==> config.mk <==
export PLATFORM = sky130hd
export DESIGN_NAME = vga_snapshot_flat
export DESIGN_NICKNAME = d
export VERILOG_FILES = /design/src/rtl/vga_snapshot_pkg.sv /design/src/rtl/vga_snapshot_if.sv /design/src/rtl/vga_snapshot_key_debounce.sv /design/src/rtl/vga_snapshot.sv /design/src/flat_wrapper.sv
export SDC_FILE = /design/constraint.sdc
export NUM_CORES = 1
export LEC_CHECK = 0
export ABC_AREA = 1
export CAP_MARGIN = 30
export CELL_PAD_IN_SITES_DETAIL_PLACEMENT = 0
export CELL_PAD_IN_SITES_GLOBAL_PLACEMENT = 1
export CORE_MARGIN = 4
export CORE_UTILIZATION = 31
export CTS_CLUSTER_SIZE = 40
export DETAILED_ROUTE_END_ITERATION = 10
export PLACE_DENSITY_LB_ADDON = 0.1
export SYNTH_ARGS = -nofsm -noshare
export SYNTH_HDL_FRONTEND = slang
export SYNTH_SLANG_ARGS = --single-unit
==> constraint.sdc <==
create_clock -name clk -period 2.4 [get_ports clk]
set_input_delay 0.48 -clock clk [delete_from_list [all_inputs] [get_ports clk]]
set_output_delay 0.48 -clock clk [all_outputs]
set_load 0.01 [all_outputs]
==> src/rtl/vga_snapshot_pkg.sv <==
// ---------------------------------------------------------------------------
// vga_snapshot_pkg
// Shared definitions for the VGA snapshot block: debounce state encoding,
// register-bank width and the common 16-bit data word.
// ---------------------------------------------------------------------------
package vga_snapshot_pkg;

   localparam int REG_BANK_W = 176;   // 11 registers x 16 bit
   localparam int DATA_W     = 16;

   typedef logic [DATA_W-1:0] word_t;

   typedef enum logic [1:0] {
      DB_IDLE,
      DB_PRESS,
      DB_HELD,
      DB_RELEASE
   } db_state_t;

endpackage

==> src/rtl/vga_snapshot_if.sv <==
// ---------------------------------------------------------------------------
// vga_snapshot_if
// Bundles the live CPU state, VGA sync, freeze key and the frame-stable
// snapshot outputs.
//   master : drives vs/freezeKey/registerIn/pcIn/irIn, observes snapshots
//   slave  : the snapshot block itself
// ---------------------------------------------------------------------------
interface vga_snapshot_if;
   import vga_snapshot_pkg::*;

   logic                  vs;           // vertical sync, active low
   logic                  freezeKey;    // raw push-button, active high
   logic [REG_BANK_W-1:0] registerIn;   // live register bank
   word_t                 pcIn;         // live fetch PC
   word_t                 irIn;         // live fetch IR
   logic [REG_BANK_W-1:0] registerVGA;  // frame-stable register snapshot
   word_t                 IfPC;         // frame-stable PC snapshot
   word_t                 IfIR;         // frame-stable IR snapshot
   logic                  frozen;       // 1 = snapshot updates suppressed
   logic                  captured;     // one-cycle pulse per snapshot write
   word_t                 frameCount;   // count of vs falling edges

   modport master (
      output vs, freezeKey, registerIn, pcIn, irIn,
      input  registerVGA, IfPC, IfIR, frozen, captured, frameCount
   );

   modport slave (
      input  vs, freezeKey, registerIn, pcIn, irIn,
      output registerVGA, IfPC, IfIR, frozen, captured, frameCount
   );

endinterface

==> src/rtl/vga_snapshot_key_debounce.sv <==
// ---------------------------------------------------------------------------
// key_debounce
// Synchronises a raw push-button and debounces it. A press is accepted once
// the synchronised level has stayed high long enough; acceptance produces a
// single-cycle toggle pulse. A held key produces exactly one pulse, and the
// key must be seen low for the same time before a new press is recognised.
//   clk    : system clock
//   rst    : synchronous active-low reset
//   key    : raw asynchronous key, active high
//   toggle : one-cycle pulse per accepted press
// ---------------------------------------------------------------------------
module key_debounce
   import vga_snapshot_pkg::*;
#(
   parameter int DEBOUNCE_CYCLES = 16
) (
   input  logic clk,
   input  logic rst,
   input  logic key,
   output logic toggle
);

   localparam word_t CNT_LAST = word_t'(DEBOUNCE_CYCLES - 1);

   logic      key_meta;
   logic      key_sync;
   db_state_t state, state_nxt;
   word_t     db_cnt, db_cnt_nxt;

   // NOTE: sequential state uses non-blocking assignments so every flop
   // samples the pre-edge values, independent of statement order.
   always_ff @(posedge clk) begin
      if (!rst) begin
         key_meta <= 1'b0;
         key_sync <= 1'b0;
         state    <= DB_IDLE;
         db_cnt   <= '0;
      end else begin
         key_meta <= key;
         key_sync <= key_meta;
         state    <= state_nxt;
         db_cnt   <= db_cnt_nxt;
      end
   end

   // NOTE: every output of this block is given a default first, so no path
   // through the case leaves a signal unassigned and no latch is inferred.
   always_comb begin
      state_nxt  = state;
      db_cnt_nxt = db_cnt;
      toggle     = 1'b0;
      unique case (state)
         DB_IDLE: begin
            if (key_sync) begin
               state_nxt  = DB_PRESS;
               db_cnt_nxt = '0;
            end
         end
         DB_PRESS: begin
            if (!key_sync) begin
               state_nxt = DB_IDLE;
            end else if (db_cnt == CNT_LAST) begin
               state_nxt = DB_HELD;
               toggle    = 1'b1;
            end else begin
               db_cnt_nxt = db_cnt + 1'b1;
            end
         end
         DB_HELD: begin
            if (!key_sync) begin
               state_nxt  = DB_RELEASE;
               db_cnt_nxt = '0;
            end
         end
         DB_RELEASE: begin
            // A bounce back high while releasing is still the same press.
            if (key_sync) begin
               state_nxt = DB_HELD;
            end else if (db_cnt == CNT_LAST) begin
               state_nxt = DB_IDLE;
            end else begin
               db_cnt_nxt = db_cnt + 1'b1;
            end
         end
         default: state_nxt = DB_IDLE;
      endcase
   end

endmodule

==> src/rtl/vga_snapshot.sv <==
// ---------------------------------------------------------------------------
// vga_snapshot
// Captures the live CPU register bank, PC and IR once every FRAME_DIV frames
// (on the vs falling edge) so the renderer sees values that are stable for a
// whole frame. A debounced freeze key toggles suppression of the capture.
//   clk : system clock (same as the VGA timing engine)
//   rst : synchronous active-low reset
//   bus : vga_snapshot_if.slave -- sync/key/live inputs, snapshot outputs,
//         frozen, captured pulse and frame counter
// ---------------------------------------------------------------------------
module vga_snapshot
   import vga_snapshot_pkg::*;
#(
   parameter int DEBOUNCE_CYCLES = 16,
   parameter int FRAME_DIV       = 1     // 1..255
) (
   input  logic           clk,
   input  logic           rst,
   vga_snapshot_if.slave  bus
);

   localparam logic [7:0] DIV_LAST = 8'(FRAME_DIV - 1);

   logic                  vs_q;
   logic                  frame_start;
   logic [7:0]            div_cnt;
   logic                  toggle;
   logic                  capture;
   logic                  frozen_q;
   logic                  captured_q;
   word_t                 frame_cnt;
   word_t                 pc_snap;
   word_t                 ir_snap;
   logic [REG_BANK_W-1:0] reg_snap;

   key_debounce #(
      .DEBOUNCE_CYCLES (DEBOUNCE_CYCLES)
   ) u_key_debounce (
      .clk    (clk),
      .rst    (rst),
      .key    (bus.freezeKey),
      .toggle (toggle)
   );

   // Falling edge of vs; a long low pulse yields a single event.
   assign frame_start = vs_q & ~bus.vs;

   // Uses frozen before any same-cycle toggle, so a press that lands on a
   // frame start still gets that frame captured.
   assign capture = frame_start & (div_cnt == DIV_LAST) & ~frozen_q;

   always_ff @(posedge clk) begin
      if (!rst) begin
         // vs idles high, so the edge detector starts from the idle level.
         vs_q       <= 1'b1;
         div_cnt    <= '0;
         frame_cnt  <= '0;
         frozen_q   <= 1'b0;
         captured_q <= 1'b0;
         // NOTE: the snapshot bank is ordinary flops, not a RAM, so it is
         // reset along with the control state and the renderer never sees X.
         reg_snap   <= '0;
         pc_snap    <= '0;
         ir_snap    <= '0;
      end else begin
         vs_q       <= bus.vs;
         captured_q <= capture;
         if (frame_start) begin
            frame_cnt <= frame_cnt + 1'b1;
            div_cnt   <= (div_cnt == DIV_LAST) ? 8'd0 : div_cnt + 8'd1;
         end
         if (toggle) begin
            frozen_q <= ~frozen_q;
         end
         if (capture) begin
            reg_snap <= bus.registerIn;
            pc_snap  <= bus.pcIn;
            ir_snap  <= bus.irIn;
         end
      end
   end

   assign bus.registerVGA = reg_snap;
   assign bus.IfPC        = pc_snap;
   assign bus.IfIR        = ir_snap;
   assign bus.frozen      = frozen_q;
   assign bus.captured    = captured_q;
   assign bus.frameCount  = frame_cnt;

endmodule

==> src/flat_wrapper.sv <==
// flat-port wrapper written by rule: the top's interface ports become plain ports
module vga_snapshot_flat import vga_snapshot_pkg::*;
#(
   parameter int DEBOUNCE_CYCLES = 16,
   parameter int FRAME_DIV       = 1              
)
  (clk, rst, bus_vs, bus_freezeKey, bus_registerIn, bus_pcIn, bus_irIn, bus_registerVGA, bus_IfPC, bus_IfIR, bus_frozen, bus_captured, bus_frameCount);
  vga_snapshot_if bus_i ();
  input  logic clk;
  input  logic rst;
  input wire logic [$bits(bus_i.vs)-1:0] bus_vs;
  input wire logic [$bits(bus_i.freezeKey)-1:0] bus_freezeKey;
  input wire logic [$bits(bus_i.registerIn)-1:0] bus_registerIn;
  input wire logic [$bits(bus_i.pcIn)-1:0] bus_pcIn;
  input wire logic [$bits(bus_i.irIn)-1:0] bus_irIn;
  output wire logic [$bits(bus_i.registerVGA)-1:0] bus_registerVGA;
  output wire logic [$bits(bus_i.IfPC)-1:0] bus_IfPC;
  output wire logic [$bits(bus_i.IfIR)-1:0] bus_IfIR;
  output wire logic [$bits(bus_i.frozen)-1:0] bus_frozen;
  output wire logic [$bits(bus_i.captured)-1:0] bus_captured;
  output wire logic [$bits(bus_i.frameCount)-1:0] bus_frameCount;
  assign bus_i.vs = bus_vs;
  assign bus_i.freezeKey = bus_freezeKey;
  assign bus_i.registerIn = bus_registerIn;
  assign bus_i.pcIn = bus_pcIn;
  assign bus_i.irIn = bus_irIn;
  assign bus_registerVGA = bus_i.registerVGA;
  assign bus_IfPC = bus_i.IfPC;
  assign bus_IfIR = bus_i.IfIR;
  assign bus_frozen = bus_i.frozen;
  assign bus_captured = bus_i.captured;
  assign bus_frameCount = bus_i.frameCount;
  vga_snapshot #(.DEBOUNCE_CYCLES(DEBOUNCE_CYCLES), .FRAME_DIV(FRAME_DIV)) u_core (.clk(clk), .rst(rst), .bus(bus_i));
endmodule
==> qor.txt, run 1 <==
Status -> finished clean
PortBufs -> 437
Clock Sinks -> 255
Number of remaining DRC errors -> 0
Comb pwr share -> 18.7%
Min-delay src -> rst
LEAKAGE -> 6.14 nW
Setup TNS -> 0 ps
Yosys warnings -> 0
Crit. End Element -> output port
Total grt overflow -> 0
Max H-tree Level -> 1
Max FO, Critical Path -> 6
Via/cell ratio -> 4.52
Final std cells w/o fill -> 2,099
Ports -> 438
Crit path launch type -> flop
Vias -> 9,484
Setup repair bufs after CTS -> 0
Yosys reg bits -> 255
Compound-Gate Fraction of Synth Area -> 13.0%
Seq pwr share -> 42.1%
Final Cycle Share -> 86.8%
Antenna-violating nets left -> 0
DIE WIDTH -> 184 um
Slew of the pin with the lowest slew margin -> 446 ps
R2R setup slack -> 520 ps
Synth Area in Adders -> 0.522%
Mean area per synthesized cell -> 7.64 um2
Inserted Clock Buffers -> 30
Vias in the first global route -> 9,307
Largest stage delay on the critical path -> 600 ps
Initial DRC count -> 451
Number of fill cells -> 2,910
Clk pwr share -> 39.1%
Global-route wire length before repair -> 54,200 um
Slowest stage cell, crit path -> clkdlybuf4s50_1
Total routed wirelength -> 35,700 um
Resized cells post-CTS -> 0
Largest family of logic cells by synthesized area -> simple AND/OR/NAND/NOR gates
Crit path buf inv count -> 1
Power Dens Cells -> 744 nW/um2
Final hold slack -> 215 ps
Slew headroom -> 70.3%
Register area -> 5100 um2
Total GRT Usage -> 19.9%
Worst VDD drop -> 0.479 mV
Layout cells sized above 1 -> 4.94%
Simple-gate share of the synthesized area -> 26.2%
CP required -> 1920 ps
Sw Pwr -> 2.93 mW
Final slew viol count -> 0
Final setup margin -> 318 ps
Reg clk slew, reported paths -> 60 ps
# placed instances -> 2,041
Minimum clock period -> 2080 ps
Distinct cells, synth -> 32
Design area -> 15,300 um2
CP startpoint -> u_core.bus.frameCount[11]
Pin count of the biggest net entering global routing -> 107
Worst-Skew Late Latency -> 540 ps
Hold Crit Class -> in -> reg
Die Span Y -> 184 um
Post-DP Area -> 14,300 um2
Die Area -> 33,800 um2
Int Pwr -> 8.44 mW
Starting Density -> 31.4%
R2r startpoint -> u_core.div_cnt[0]
Max Clk Rate -> 480 MHz
Setup violations, final -> 0
Data arrival, critical path -> 1600 ps
CP Cell Sequence -> clkdlybuf4s50_1
Synth Instances -> 1,256
Final Hold Fails -> 0
Multiplexer area fraction after synthesis -> 0%
Longest Clk Path Bufs -> 3
Cell family with most CP delay -> buffers and inverters
Place WS -> 82.7 ps
Most frequent cells in the layout -> 495 x nor2_1, 436 x clkdlybuf4s50_1, 255 x dfxtp_1, 182 x o21ai_0, 76 x nand2_1
Synthesis-to-layout area growth -> 59.4%
# rows -> 64
# hold bufs at CTS -> 0
Commonest non-fill, non-tap cell in the layout -> nor2_1
Final #Nets -> 1,893
Root buffer cell -> clkbuf_16
Drt wl/cell -> 17.0 um
Multi-input gate area -> 3860 um2
Initial antenna violation count -> 4
Synthesized area -> 9590 um2
Register area share after synthesis -> 53.2%
DP HPWL -> 26,100 um
RSZ-0062 raised after global routing -> false
Clock skew -> 9.88 ps
CTS tree -> built
First-pass iteration count of the detailed router -> 4
Post-Synth XOR/XNOR Area -> 0.365%
CORE AREA -> 30,600 um2
Critical path class -> reg -> out
Switching part of the total -> 25.7%
Max-Cap Viols -> 0
RD Place Congestion -> 0.787
Mapped Nets -> 1,472
[registers in the layout, indices dropped and copies added (netlist names), named ones only]
register / flops
u_core.u_key_debounce.db_cnt: 16
u_core.div_cnt: 8
u_core.bus.captured: 1
u_core.bus.IfIR: 16
u_core.bus.frozen: 1
u_core.u_key_debounce.state: 1
u_core.bus.frameCount: 16
u_core.bus.registerVGA: 176
u_core.u_key_debounce.key_sync: 1
u_core.bus.IfPC: 16
u_core.u_key_debounce.key_meta: 1
u_core.vs_q: 1
[power groups by stage]
stage	clock network (mW)	registers (mW)	logic, mW
floorplan	0	5.03	0.662
global placement	0	4.86	2.16
detailed placement	0	4.87	2.16
CTS	4.59	4.79	2.17
global route	4.76	4.83	2.32
finish	4.45	4.79	2.13
[metrics by stage]
stage,power [mW],utilization (%)
2_1_floorplan,5.69,-
3_3_place_gp,7.02,46.7
3_5_place_dp,7.02,46.7
4_1_cts,11.5,50.0
5_1_grt,11.9,50.0
6_report,11.4,50.0
[metal layers]
metal	global-route usage [%]	up-vias	wire length, um
met5	0	-	0
met4	6.03	0	934
met3	6.91	46	3290
met2	33.6	342	16900
met1	24.0	4231	14500
li1	-	4865	-
[logic make-up (layout without fill, tap and decap cells)]
family / count (synthesis) / after routing
other: 0 / 4
AND/OR/NAND/NOR: 629 / 629
AO/OA/AOI/OAI: 247 / 247
flip-flops: 255 / 255
buffers and inverters: 117 / 560
adder cells (fa/ha/maj): 4 / 4
XOR/XNOR: 4 / 4
[cell usage after synthesis, drive strengths merged]
master	count	area [um2]
o21bai	2	15.0
clkbuf	28	105
and2	1	6.26
nor3b	2	15.0
clkinv	1	5.00
nand4	8	50.1
ha	4	50.1
a21o	1	7.51
a211oi	3	22.5
nand3	25	135
nand2	80	315
dfxtp	255	5100
o21ai	222	1110
a21oi	19	95.1
inv	43	161
nand3b	3	22.5
nor3	11	77.6
xor2	2	17.5
xnor2	2	17.5
nor2	499	1890
buf	45	372
[final cells by class]
| class | count | area share [%] |
|---|---|---|
| Clock buffer | 52 | 6.31 |
| Clock inverter | 2 | 0.0982 |
| Tap cell | 396 | 3.24 |
| Multi-Input combinational cell | 884 | 25.2 |
| Inverter | 44 | 1.10 |
| Timing Repair Buffer | 462 | 30.6 |
| Sequential cell | 255 | 33.4 |
| Antenna cell | 4 | 0.0655 |
[worst paths after layout]
check | end | cells past startpoint
max | bus_frameCount[11] | 1
min | u_core.vs_q | 2
max reg2reg | u_core.bus.registerVGA[0] | 9
min reg2reg | u_core.u_key_debounce.key_sync | 2
No activity file was read; power rests on OpenSTA's default activity.
==> run 2: changes to the inputs <==
--- a/config.mk
+++ b/config.mk
@@ -13,6 +13,7 @@
 export CORE_UTILIZATION = 31
 export CTS_CLUSTER_SIZE = 40
 export DETAILED_ROUTE_END_ITERATION = 10
+export MAX_ROUTING_LAYER = met4
 export PLACE_DENSITY_LB_ADDON = 0.1
 export SYNTH_ARGS = -nofsm -noshare
 export SYNTH_HDL_FRONTEND = slang
==> qor.txt, run 2 (synthesis results as in run 1) <==
Max FO, Critical Path -> 6 (unchanged)
Max H-tree Level -> 1 (unchanged)
Setup repair bufs after CTS -> 0 (unchanged)
# placed instances -> 2,041 (unchanged)
Total grt overflow -> 0 (unchanged)
DP HPWL -> 26,100 um (unchanged)
Ports -> 438 (unchanged)
Final std cells w/o fill -> 2,099 (unchanged)
Starting Density -> 31.4% (unchanged)
First-pass iteration count of the detailed router -> 7 (+3)
CP Cell Sequence -> clkdlybuf4s50_1
Worst-Skew Late Latency -> 550 ps (about the same)
DIE WIDTH -> 184 um (unchanged)
Worst VDD drop -> 0.481 mV (+0.41%)
Resized cells post-CTS -> 0 (unchanged)
Total GRT Usage -> 20.5% (+0.60 points)
Slowest stage cell, crit path -> clkdlybuf4s50_1
Most frequent cells in the layout -> 495 x nor2_1, 436 x clkdlybuf4s50_1, 255 x dfxtp_1, 182 x o21ai_0, 76 x nand2_1
Status -> finished clean
Place WS -> 82.7 ps (unchanged)
Setup violations, final -> 0 (unchanged)
Slew of the pin with the lowest slew margin -> 477 ps (+30.8 ps)
Max Clk Rate -> 480 MHz (about the same)
Final #Nets -> 1,893 (unchanged)
Minimum clock period -> 2080 ps (-0.382 ps)
# hold bufs at CTS -> 0 (unchanged)
Pin count of the biggest net entering global routing -> 107 (unchanged)
Root buffer cell -> clkbuf_16
CORE AREA -> 30,600 um2 (unchanged)
Critical path class -> reg -> out
Vias -> 9,478 (-0.063%)
Total routed wirelength -> 35,700 um (about the same)
LEAKAGE -> 6.14 nW (unchanged)
Final Cycle Share -> 86.7% (about the same)
Reg clk slew, reported paths -> 60 ps (about the same)
Crit. End Element -> output port
Number of remaining DRC errors -> 0 (unchanged)
Via/cell ratio -> 4.52 (about the same)
Vias in the first global route -> 9,333 (+0.28%)
Post-DP Area -> 14,300 um2 (unchanged)
Die Span Y -> 184 um (unchanged)
Commonest non-fill, non-tap cell in the layout -> nor2_1
Largest register FFs -> 176 (unchanged)
Data arrival, critical path -> 1600 ps (about the same)
Hold Crit Class -> in -> reg
Die Area -> 33,800 um2 (unchanged)
Final Hold Fails -> 0 (unchanged)
Crit path launch type -> flop
PortBufs -> 437 (unchanged)
# rows -> 64 (unchanged)
Clock Sinks -> 255 (unchanged)
Clock skew -> 16.4 ps (+6.52 ps)
Max-Cap Viols -> 0 (unchanged)
Design area -> 15,300 um2 (unchanged)
Inserted Clock Buffers -> 30 (unchanged)
Crit path buf inv count -> 1 (unchanged)
Design Power -> 11.4 mW (about the same)
CP required -> 1920 ps (about the same)
RSZ-0062 raised after global routing -> false
CTS tree -> built
RD Place Congestion -> 0.798 (+1.4%)
Initial DRC count -> 473 (+4.9%)
Layout cells sized above 1 -> 4.94% (unchanged)
Core Util, Final -> 50.0% (unchanged)
Final slew viol count -> 0 (unchanged)
Power Dens Cells -> 744 nW/um2 (about the same)
Cell family with most CP delay -> buffers and inverters
Drt wl/cell -> 17.0 um (about the same)
Synthesis-to-layout area growth -> 59.4% (unchanged)
Global-route wire length before repair -> 54,100 um (-0.17%)
Setup TNS -> 0 ps (unchanged)
Largest stage delay on the critical path -> 600 ps (about the same)
Final setup margin -> 318 ps (+0.382 ps)
Antenna-violating nets left -> 0 (unchanged)
Longest Clk Path Bufs -> 3 (unchanged)
Initial antenna violation count -> 4 (unchanged)
Slew headroom -> 68.2% (-2.1 points)
Final hold slack -> 211 ps (-3.69 ps)
[run 2: cell counts in the layout (fill, tap and decap cells not counted)]
Identical to the previous run, type by type.
[run 2: worst paths after layout]
check	cells past startpoint	slack, ps	from	endpoint
setup / recovery	1	320	u_core.bus.frameCount[11]	bus_frameCount[11]
hold reg to reg	2	420	u_core.u_key_debounce.key_meta	u_core.u_key_debounce.key_sync
hold / removal	2	210	rst	u_core.vs_q
setup reg to reg	9	510	u_core.div_cnt[0]	u_core.bus.registerVGA[0]
[run 2: final cells by class]
class | count | area, um2
Inverter | 44 | 168
Sequential cell | 255 | 5100
Clock buffer | 52 | 965
Antenna cell | 4 | 10.0
Clock inverter | 2 | 15.0
Fill cell | 2910 | 15300
Timing Repair Buffer | 462 | 4670
Multi-Input combinational cell | 884 | 3860
Tap cell | 396 | 495
[run 2: power by group]
group,leakage (nW),switching (mW),internal (mW)
Sequential,2.10,0.184,4.60
Combinational,3.57,0.985,1.15
Clock,0.473,1.76,2.69
Total,6.14,2.93,8.44
[run 2: routing by layer]
| layer | routed length, um | GRT usage [%] | vias up | part of all wire, % |
|---|---|---|---|---|
| met5 | 0 | - | - | 0 |
| met4 | 992 | 6.03 | 0 | 2.8 |
| met3 | 3230 | 6.77 | 51 | 9.1 |
| met2 | 16900 | 33.6 | 330 | 47 |
| met1 | 14500 | 24.1 | 4229 | 41 |
| li1 | - | - | 4868 | - |
